==> src/rtl/cpu8_wb_bridge.sv <==
// Byte-wide CPU port to 32-bit Wishbone master bridge with a single-word
// read buffer, write-through byte stores and a programmable bus timeout.
module cpu8_wb_bridge #(
    parameter int APP_AW = 26,
    parameter int TMO_W  = 8
) (
    input  logic              wb_clk_i,
    input  logic              wb_rst_n,
    input  logic              cpu_req,
    input  logic              cpu_we,
    input  logic [APP_AW-1:0] cpu_addr,
    input  logic [7:0]        cpu_wdata,
    output logic [7:0]        cpu_rdata,
    output logic              cpu_ack,
    output logic              cpu_err,
    input  logic              flush,
    input  logic [TMO_W-1:0]  cfg_timeout,
    output logic              wb_cyc_o,
    output logic              wb_stb_o,
    output logic              wb_we_o,
    output logic [APP_AW-1:0] wb_addr_o,
    output logic [31:0]       wb_dat_o,
    output logic [3:0]        wb_sel_o,
    output logic [2:0]        wb_cti_o,
    input  logic [31:0]       wb_dat_i,
    input  logic              wb_ack_i
);

    typedef enum logic [1:0] {
        IDLE,
        BUS,
        DONE
    } state_t;

    state_t state;
    state_t state_next;

    logic [31:0]       buf_data;
    logic [APP_AW-3:0] buf_tag;
    logic              buf_valid;
    logic [TMO_W-1:0]  tmo_cnt;
    logic [TMO_W-1:0]  tmo_next;
    logic [1:0]        lane;
    logic [7:0]        rdata_q;
    logic              err_q;
    logic              hit;
    logic              tmo_hit;
    logic              tag_match_bus;

    assign hit           = buf_valid && (buf_tag == cpu_addr[APP_AW-1:2]);
    assign tag_match_bus = buf_valid && (buf_tag == wb_addr_o[APP_AW-1:2]);
    assign tmo_next      = tmo_cnt + 1'b1;
    // Fires at the end of the BUS cycle that brings the count up to cfg_timeout.
    assign tmo_hit       = (cfg_timeout != '0) && (tmo_next == cfg_timeout);
    assign wb_cti_o      = 3'b000;

    always_ff @(posedge wb_clk_i) begin
        if (!wb_rst_n) begin
            state <= IDLE;
        end else begin
            state <= state_next;
        end
    end

    always_comb begin
        state_next = state;
        wb_cyc_o   = 1'b0;
        wb_stb_o   = 1'b0;
        cpu_ack    = 1'b0;
        cpu_err    = 1'b0;
        cpu_rdata  = 8'h00;
        case (state)
            IDLE: begin
                if (cpu_req) begin
                    state_next = (!cpu_we && hit) ? DONE : BUS;
                end
            end
            BUS: begin
                wb_cyc_o = 1'b1;
                wb_stb_o = 1'b1;
                if (wb_ack_i || tmo_hit) begin
                    state_next = DONE;
                end
            end
            DONE: begin
                cpu_ack    = 1'b1;
                cpu_err    = err_q;
                cpu_rdata  = rdata_q;
                state_next = IDLE;
            end
            default: state_next = IDLE;
        endcase
    end

    always_ff @(posedge wb_clk_i) begin
        if (!wb_rst_n) begin
            wb_we_o   <= 1'b0;
            wb_addr_o <= '0;
            wb_dat_o  <= '0;
            wb_sel_o  <= 4'h0;
            buf_data  <= '0;
            buf_tag   <= '0;
            buf_valid <= 1'b0;
            tmo_cnt   <= '0;
            lane      <= 2'd0;
            rdata_q   <= 8'h00;
            err_q     <= 1'b0;
        end else begin
            case (state)
                IDLE: begin
                    if (cpu_req) begin
                        lane  <= cpu_addr[1:0];
                        err_q <= 1'b0;
                        if (!cpu_we && hit) begin
                            rdata_q <= buf_data[{cpu_addr[1:0], 3'b000} +: 8];
                        end else begin
                            wb_addr_o <= {cpu_addr[APP_AW-1:2], 2'b00};
                            wb_we_o   <= cpu_we;
                            wb_sel_o  <= cpu_we ? (4'b0001 << cpu_addr[1:0]) : 4'hF;
                            wb_dat_o  <= {4{cpu_wdata}};
                            tmo_cnt   <= '0;
                        end
                    end
                end
                BUS: begin
                    tmo_cnt <= tmo_next;
                    // An ack in the same cycle as the timeout takes priority.
                    if (wb_ack_i) begin
                        if (!wb_we_o) begin
                            buf_data  <= wb_dat_i;
                            buf_tag   <= wb_addr_o[APP_AW-1:2];
                            buf_valid <= 1'b1;
                            rdata_q   <= wb_dat_i[{lane, 3'b000} +: 8];
                        end else begin
                            rdata_q <= 8'h00;
                            if (tag_match_bus) begin
                                buf_data[{lane, 3'b000} +: 8] <= wb_dat_o[7:0];
                            end
                        end
                    end else if (tmo_hit) begin
                        err_q     <= 1'b1;
                        rdata_q   <= 8'h00;
                        buf_valid <= 1'b0;
                    end
                end
                default: ;
            endcase
            if (flush) begin
                buf_valid <= 1'b0;
            end
        end
    end

endmodule

==> config.mk <==
export PLATFORM = sky130hd
export DESIGN_NAME = cpu8_wb_bridge
export DESIGN_NICKNAME = d
export VERILOG_FILES = /design/src/rtl/cpu8_wb_bridge.sv
export SDC_FILE = /design/constraint.sdc
export NUM_CORES = 1
export LEC_CHECK = 0
export BUFFER_PORTS_ARGS = -buffer_cell sky130_fd_sc_hd__buf_2
export CAP_MARGIN = 20
export CORE_UTILIZATION = 42
export DETAILED_ROUTE_END_ITERATION = 16
export PLACE_DENSITY_LB_ADDON = 0.25
export SLEW_MARGIN = 10
export SYNTH_ARGS = -nofsm -noshare
export SYNTH_HDL_FRONTEND = slang
export SYNTH_SLANG_ARGS = --single-unit
==> constraint.sdc <==
create_clock -name wb_clk_i -period 3.2 [get_ports wb_clk_i]
set_clock_uncertainty 0.1 [all_clocks]
set_input_delay 0.48 -clock wb_clk_i [delete_from_list [all_inputs] [get_ports wb_clk_i]]
set_output_delay 0.48 -clock wb_clk_i [all_outputs]
set_load 0.005 [all_outputs]
==> impl_metrics.py, run 1 <==
metrics = {
    "yosys": {
        "synth.largest_area_cell": "dfxtp_1",
        "netlist_top_cells_count": "dfxtp_1 (115), nand2_1 (74), a21oi_1 (56), nor3_1 (53), nor2_1 (49)",
        "async_flop_share": 0,
        "synth.top_cell.area_share": 0.3678,
        "ys_types": 47,
        "synth-edff-count": 0,
        "yosysMostFrequentCell": "dfxtp_1",
        "synth_seq_cells": 115,
        "syn_inst": 708,
        "avgSynthCellArea_sq_um": 8.841,
        "synth_area_leaders": "dfxtp_1 (37%), mux2i_1 (7.2%), mux4_2 (5.8%)",
        "yosysWarnings": 0,
        "netlist_area_sq_mm": 0.006260,
        "ys.flop_type": "dfxtp_1",
        "yosysSeqAreaShare": 0.3678,
    },
    "sta": {
        "slew_viol_final": 0,
        "worst_slew_pin_slew_ns": 0.9954,
        "setup_slack_ns": 0.4609,
        "setup_viol_count_final": 0,
        "tns_ns": 0,
        "hold_viol_final": 0,
        "slew_headroom": 0.3313,
        "period_share": 0.8560,
        "rsz0062_at_grt": "false",
        "fin_crit_ns": 2.739,
        "fmax_ghz": 0.3651,
    },
    "detailed_routing": {
        "ant_nets": 0,
        "post_drt_via_cell_ratio": 5.537,
        "first_iter_violations": 373,
        "drcViolationCount": 0,
        "dr.pass1.iters": 5,
        "wl_microns": 17520,
        "vias": 5598,
        "wl_per_cell_microns": 17.33,
    },
    "floorplan": {
        "ioPinCount": 158,
        "die_w_microns": 124.1,
        "rows": 44,
        "die_area_sq_mm": 0.01540,
        "die_h_microns": 124.1,
        "start_util": 0.4307,
        "core_sq_mm": 0.01453,
    },
    "final_layout": {
        "final_area_sq_mm": 0.007518,
        "n_antenna_cell": 0,
        "layout-drive-gt1-share": 0.2624,
        "seq_area_sq_mm": 0.002302,
        "areaGrowthSynthToFinish_pct": 20.11,
        "multi_input_area_sq_mm": 0.003505,
        "fill_cells": 1389,
        "nNetsFinal": 900,
    },
    "power_and_ir_drop": {
        "p_per_area_mw_per_mm2": 527.2,
        "power.sequential.fraction": 0.397,
        "p_leak_nw": 3.323,
        "clkPwrFrac": 0.455,
        "p_sw_frac": 0.2527,
        "pwr-share-comb": 0.148,
        "worst_ir_drop_vdd_uv": 378.5,
        "p_sw_w": 0.001001,
        "p_int_w": 0.002962,
    },
    "placement": {
        "place_hpwl_microns": 12350,
        "place_ws_ns": 0.3166,
        "placed_area_sq_mm": 0.006950,
        "gp_congestion": 0.8403,
        "io_buffers": 152,
    },
    "worst_setup_path": {
        "critPathKind": "flop to flop",
        "start_kind": "flop",
        "crit_fanout": 16,
        "max_stage_delay_ns": 0.63,
        "r2r.worst_path.cells": 6,
        "cp_slowest_cell": "and3_1",
        "rr_endpoint": "buf_data[1]",
        "required_ns": 3.41,
        "arrival_ns": 2.95,
        "r2r-start": "state[1]",
        "cp-end-kind": "flop",
        "r2r_slack_ns": 0.46,
        "crit_buf_inv": 0,
        "crit_chain": "nand3b_4 -> or4_4 -> nor4_4 -> and3_1 -> o21ai_0 -> o311a_1",
        "critPathTopFamily": "simple AND/OR/NAND/NOR gates",
    },
    "clocking": {
        "postCtsResizedCells": 0,
        "cts_buffer_depth": 2,
        "post-cts-setup-buffers": 0,
        "cts_tree": "built",
        "clk_pin_slew_ns": 0.05,
        "clk_latency_ns": 0.42,
        "cts_sinks": 115,
        "cts_buffers": 17,
        "postCtsHoldBufs": 0,
        "root_buffer": "clkbuf_16",
        "ctsHtreeMaxLevel": 4,
    },
    "min_path": {
        "holdCritStartpoint": "flush",
        "hold_class": "input pin to flop",
        "min_path_cells": 2,
        "hold_end": "buf_valid",
    },
    "global_route": {
        "grt.met3_usage": 0.04762,
        "grt_max_degree": 51,
        "grt_pass1_vias": 5363,
        "overflow": 0,
        "grt_pass1_wl_microns": 27520,
        "global_route.usage.met1": 0.3220,
        "busiest_layer": "met2",
        "antenna_found_initial": 0,
        "grt_util_met2": 0.3705,
        "grt_usage": 0.2359,
    },
    "run_status": {
        "run_status": "finished clean",
    },
    "flow_run": {
        "cap_viol_max_count": 0,
    },
}
==> area by class of cell <==
class	count	share of cell area
multi-input combinational	506	0.4661
sequential	115	0.3062
timing repair buffer	163	0.1155
clock buffer	27	0.06956
tap	184	0.03062
clock inverter	4	0.005991
inverter	12	0.005991
==> power groups by stage <==
| stage | Clock [W] | Sequential (W) | Combinational, W |
|---|---|---|---|
| 2_1_floorplan | 0 | 0.00159 | 0.000397 |
| 3_3_place_gp | 0 | 0.00160 | 0.000574 |
| 3_5_place_dp | 0 | 0.00160 | 0.000584 |
| 4_1_cts | 0.00184 | 0.00157 | 0.000586 |
| 5_1_grt | 0.00192 | 0.00158 | 0.000640 |
| 6_report | 0.00180 | 0.00158 | 0.000585 |
==> layer usage <==
| metal | vias up | part of all wire |
|---|---|---|
| met2 | 196 | 0.47 |
| met5 | - | 0 |
| met3 | 18 | 0.063 |
| met4 | 0 | 0.012 |
| met1 | 2671 | 0.46 |
| li1 | 2713 | - |
==> flip-flops by register name, summed over array words and instances (netlist names), 2 cells and up <==
register	cells
buf_data	32
buf_tag	24
wb_addr_o	24
rdata_q	8
tmo_cnt	8
wb_dat_o	8
wb_sel_o	4
lane	2
state	2
==> layout by cell type, fill, tap and decap left out, drive strengths merged, types with 4 or more instances in the layout <==
master / instances
nand4: 8
inv: 11
mux2i: 45
xor2: 32
buf: 163
conb: 5
nor2b: 4
a31oi: 4
a22oi: 9
xnor2: 24
nor4: 9
nand3: 13
nor2: 49
and2: 10
o21ai: 22
and3: 5
o311a: 8
clkinv: 4
nand2: 74
mux4: 16
ha: 5
nor3: 54
dfxtp: 115
a21oi: 56
clkbuf: 27
a22o: 32
==> metrics by stage <==
stage / cells / util / power, W / hold WS (ns)
after floorplan: 712 / - / 0.001988 / 0.3301
after global placement: 980 / 0.4782 / 0.002173 / 0.3424
after detailed placement: 980 / 0.4782 / 0.002187 / 0.3448
after CTS: 1011 / 0.5173 / 0.003997 / 0.1341
after global routing: 1011 / 0.5173 / 0.004140 / 0.1492
final: 1011 / 0.5173 / 0.003964 / 0.1648
==> worst register-to-register path, delay by kind of cell, from the launching register on <==
family | cells | cell delay, ns
AND/OR/NAND/NOR | 4 | 1.83
flip-flops | 1 | 0.38
AO/OA/AOI/OAI | 2 | 0.33
==> worst max-delay path by stage <==
stage                     startpoint     endpoint  slack [ns]  cells after the start
after global placement      wb_ack_i  buf_data[0]        0.30                      7
after floorplan              lane[0]  buf_data[0]        0.82                      7
final                       state[1]  buf_data[1]        0.46                      6
after detailed placement    wb_ack_i  buf_data[1]        0.32                      7
after CTS                 tmo_cnt[0]   rdata_q[0]        0.46                      7
after global routing      tmo_cnt[0]   rdata_q[3]        0.28                      7
==> cell families (layout without fill, tap and decap cells) <==
logic type / Yosys count / count (layout) / synth area share
compound gates: 143 / 143 / 0.1509
xor+xnor: 56 / 56 / 0.07835
fa+ha+maj: 5 / 5 / 0.009994
buf+inv: 91 / 206 / 0.07775
flops: 115 / 115 / 0.3678
mux: 61 / 61 / 0.1295
other cells: 1 / 5 / 0.0005991
simple gates: 236 / 236 / 0.1851
Note: power is estimated with default switching activity, not from simulation.
==> run 2, diff against run 1 <==
- CORE_UTILIZATION: 42 -> 50
==> impl_metrics.py, run 2 (synthesis gave the netlist of run 1 again) <==
metrics = {
    "worst_setup_path": {
        "critPathKind": "flop to flop",
        "cp-end-kind": "flop",
        "required_ns": 3.44,
        "crit_chain": "ha_1 -> xor2_1 -> a211o_1 -> nor4b_2 -> a311oi_1 -> nor3_4 -> mux2i_1",
        "crit_buf_inv": 0,
        "arrival_ns": 2.99,
        "max_stage_delay_ns": 0.50,
        "cp_slowest_cell": "nor3_4",
        "start_kind": "flop",
        "crit_fanout": 8,
        "critPathTopFamily": "simple AND/OR/NAND/NOR gates",
    },
    "floorplan": {
        "rows": 40,
        "start_util": 0.5168,
        "ioPinCount": 158,
        "core_sq_mm": 0.01211,
        "die_w_microns": 113.9,
        "die_h_microns": 113.9,
        "die_area_sq_mm": 0.01297,
    },
    "sta": {
        "hold_viol_final": 0,
        "slew_headroom": 0.3594,
        "rsz0062_at_grt": "false",
        "setup_slack_ns": 0.4470,
        "setup_viol_count_final": 0,
        "period_share": 0.8603,
        "tns_ns": 0,
        "hold_slack_ns": 0.1283,
        "fmax_ghz": 0.3632,
        "fin_crit_ns": 2.753,
        "slew_viol_final": 0,
        "worst_slew_pin_slew_ns": 0.9535,
    },
    "final_layout": {
        "most-common-layout-cells": "buf_2 (152), dfxtp_1 (115), nand2_1 (74)",
        "nNetsFinal": 899,
        "largest_register_ffs": 32,
        "n_antenna_cell": 0,
        "layout-drive-gt1-share": 0.2582,
        "fill_cells": 1090,
        "final_cell_count_no_fill": 993,
        "largest_registers": "buf_data: 32 flops, buf_tag: 24 flops, wb_addr_o: 24 flops",
        "final_common_cell": "buf_2",
        "areaGrowthSynthToFinish_pct": 19.45,
        "final_area_sq_mm": 0.007477,
        "top_register": "buf_data",
    },
    "clocking": {
        "root_buffer": "clkbuf_16",
        "postCtsHoldBufs": 0,
        "clk_pin_slew_ns": 0.05,
        "post-cts-setup-buffers": 0,
        "cts_buffers": 17,
        "ctsHtreeMaxLevel": 4,
        "clk_latency_ns": 0.42,
        "cts_sinks": 115,
        "cts_tree": "built",
        "cts_buffer_depth": 2,
        "postCtsResizedCells": 0,
    },
    "placement": {
        "place_hpwl_microns": 12180,
        "placed_area_sq_mm": 0.006910,
        "io_buffers": 152,
        "place_ws_ns": 0.3807,
        "dp.cells": 963,
        "gp_congestion": 0.9088,
    },
    "global_route": {
        "grt_pass1_wl_microns": 27540,
        "grt_pass1_vias": 5474,
        "overflow": 0,
        "grt_max_degree": 65,
        "antenna_found_initial": 1,
        "grt_usage": 0.2756,
    },
    "detailed_routing": {
        "wl_microns": 17240,
        "ant_nets": 0,
        "post_drt_via_cell_ratio": 5.745,
        "drcViolationCount": 0,
        "first_iter_violations": 538,
        "wl_per_cell_microns": 17.36,
        "vias": 5705,
        "dr.pass1.iters": 5,
    },
    "power_and_ir_drop": {
        "p_leak_nw": 3.306,
        "p_per_area_mw_per_mm2": 536.4,
        "worst_ir_drop_vdd_uv": 367.3,
    },
    "run_status": {
        "run_status": "finished clean",
    },
    "flow_run": {
        "cap_viol_max_count": 0,
    },
    "min_path": {
        "hold_class": "input pin to flop",
    },
}
-- run 2: cell count changes in the layout (fill, tap and decap cells not counted), sizes merged --
cell | previous run | this run
bufinv | 1 | 3
buf | 163 | 162
clkbuf | 27 | 24
-- run 2: per-layer routing --
| layer | wire length, microns | part of all wire | vias up | track usage |
|---|---|---|---|---|
| li1 | - | - | 2711 | - |
| met1 | 7380 | 0.43 | 2688 | 0.3449 |
| met2 | 7927 | 0.46 | 267 | 0.4435 |
| met3 | 1425 | 0.083 | 37 | 0.08077 |
| met4 | 493 | 0.029 | 2 | 0.1177 |
| met5 | 10 | 0.00058 | - | 0 |
-- run 2: per-stage QoR --
| stage | power [W] | utilization |
|---|---|---|
| 6_report | 0.004011 | 0.6174 |
| 4_1_cts | 0.004025 | 0.6174 |
| 3_3_place_gp | 0.002166 | 0.5706 |
| 3_5_place_dp | 0.002183 | 0.5706 |
| 5_1_grt | 0.004162 | 0.6174 |
| 2_1_floorplan | 0.001988 | - |
-- run 2: path summary, 6_finish.rpt --
path / cells after the start / end / startpoint / slack (ns)
setup / recovery: 7 / rdata_q[1] / tmo_cnt[0] / 0.45
hold / removal: 2 / buf_valid / flush / 0.13
setup reg to reg: 7 / rdata_q[1] / tmo_cnt[0] / 0.45
hold reg to reg: 2 / rdata_q[5] / rdata_q[5] / 0.35
-- run 2: layout make-up --
cell class / instances / area [sq um] / share of cell area
clock buffer: 24 / 461.7 / 0.06175
clock inverter: 6 / 105.1 / 0.01406
inverter: 12 / 45.04 / 0.006024
multi-input combinational: 506 / 3505 / 0.4687
sequential: 115 / 2302 / 0.3079
tap: 168 / 210.2 / 0.02811
timing repair buffer: 162 / 848.3 / 0.1135
-- run 2: power by group --
part | switching [W] | total (W) | internal [W]
sequential | 0.0000782 | 0.00158 | 0.00150
clock | 0.000619 | 0.00185 | 0.00123
combinational | 0.000307 | 0.000580 | 0.000273
total | 0.00100 | 0.00401 | 0.00301
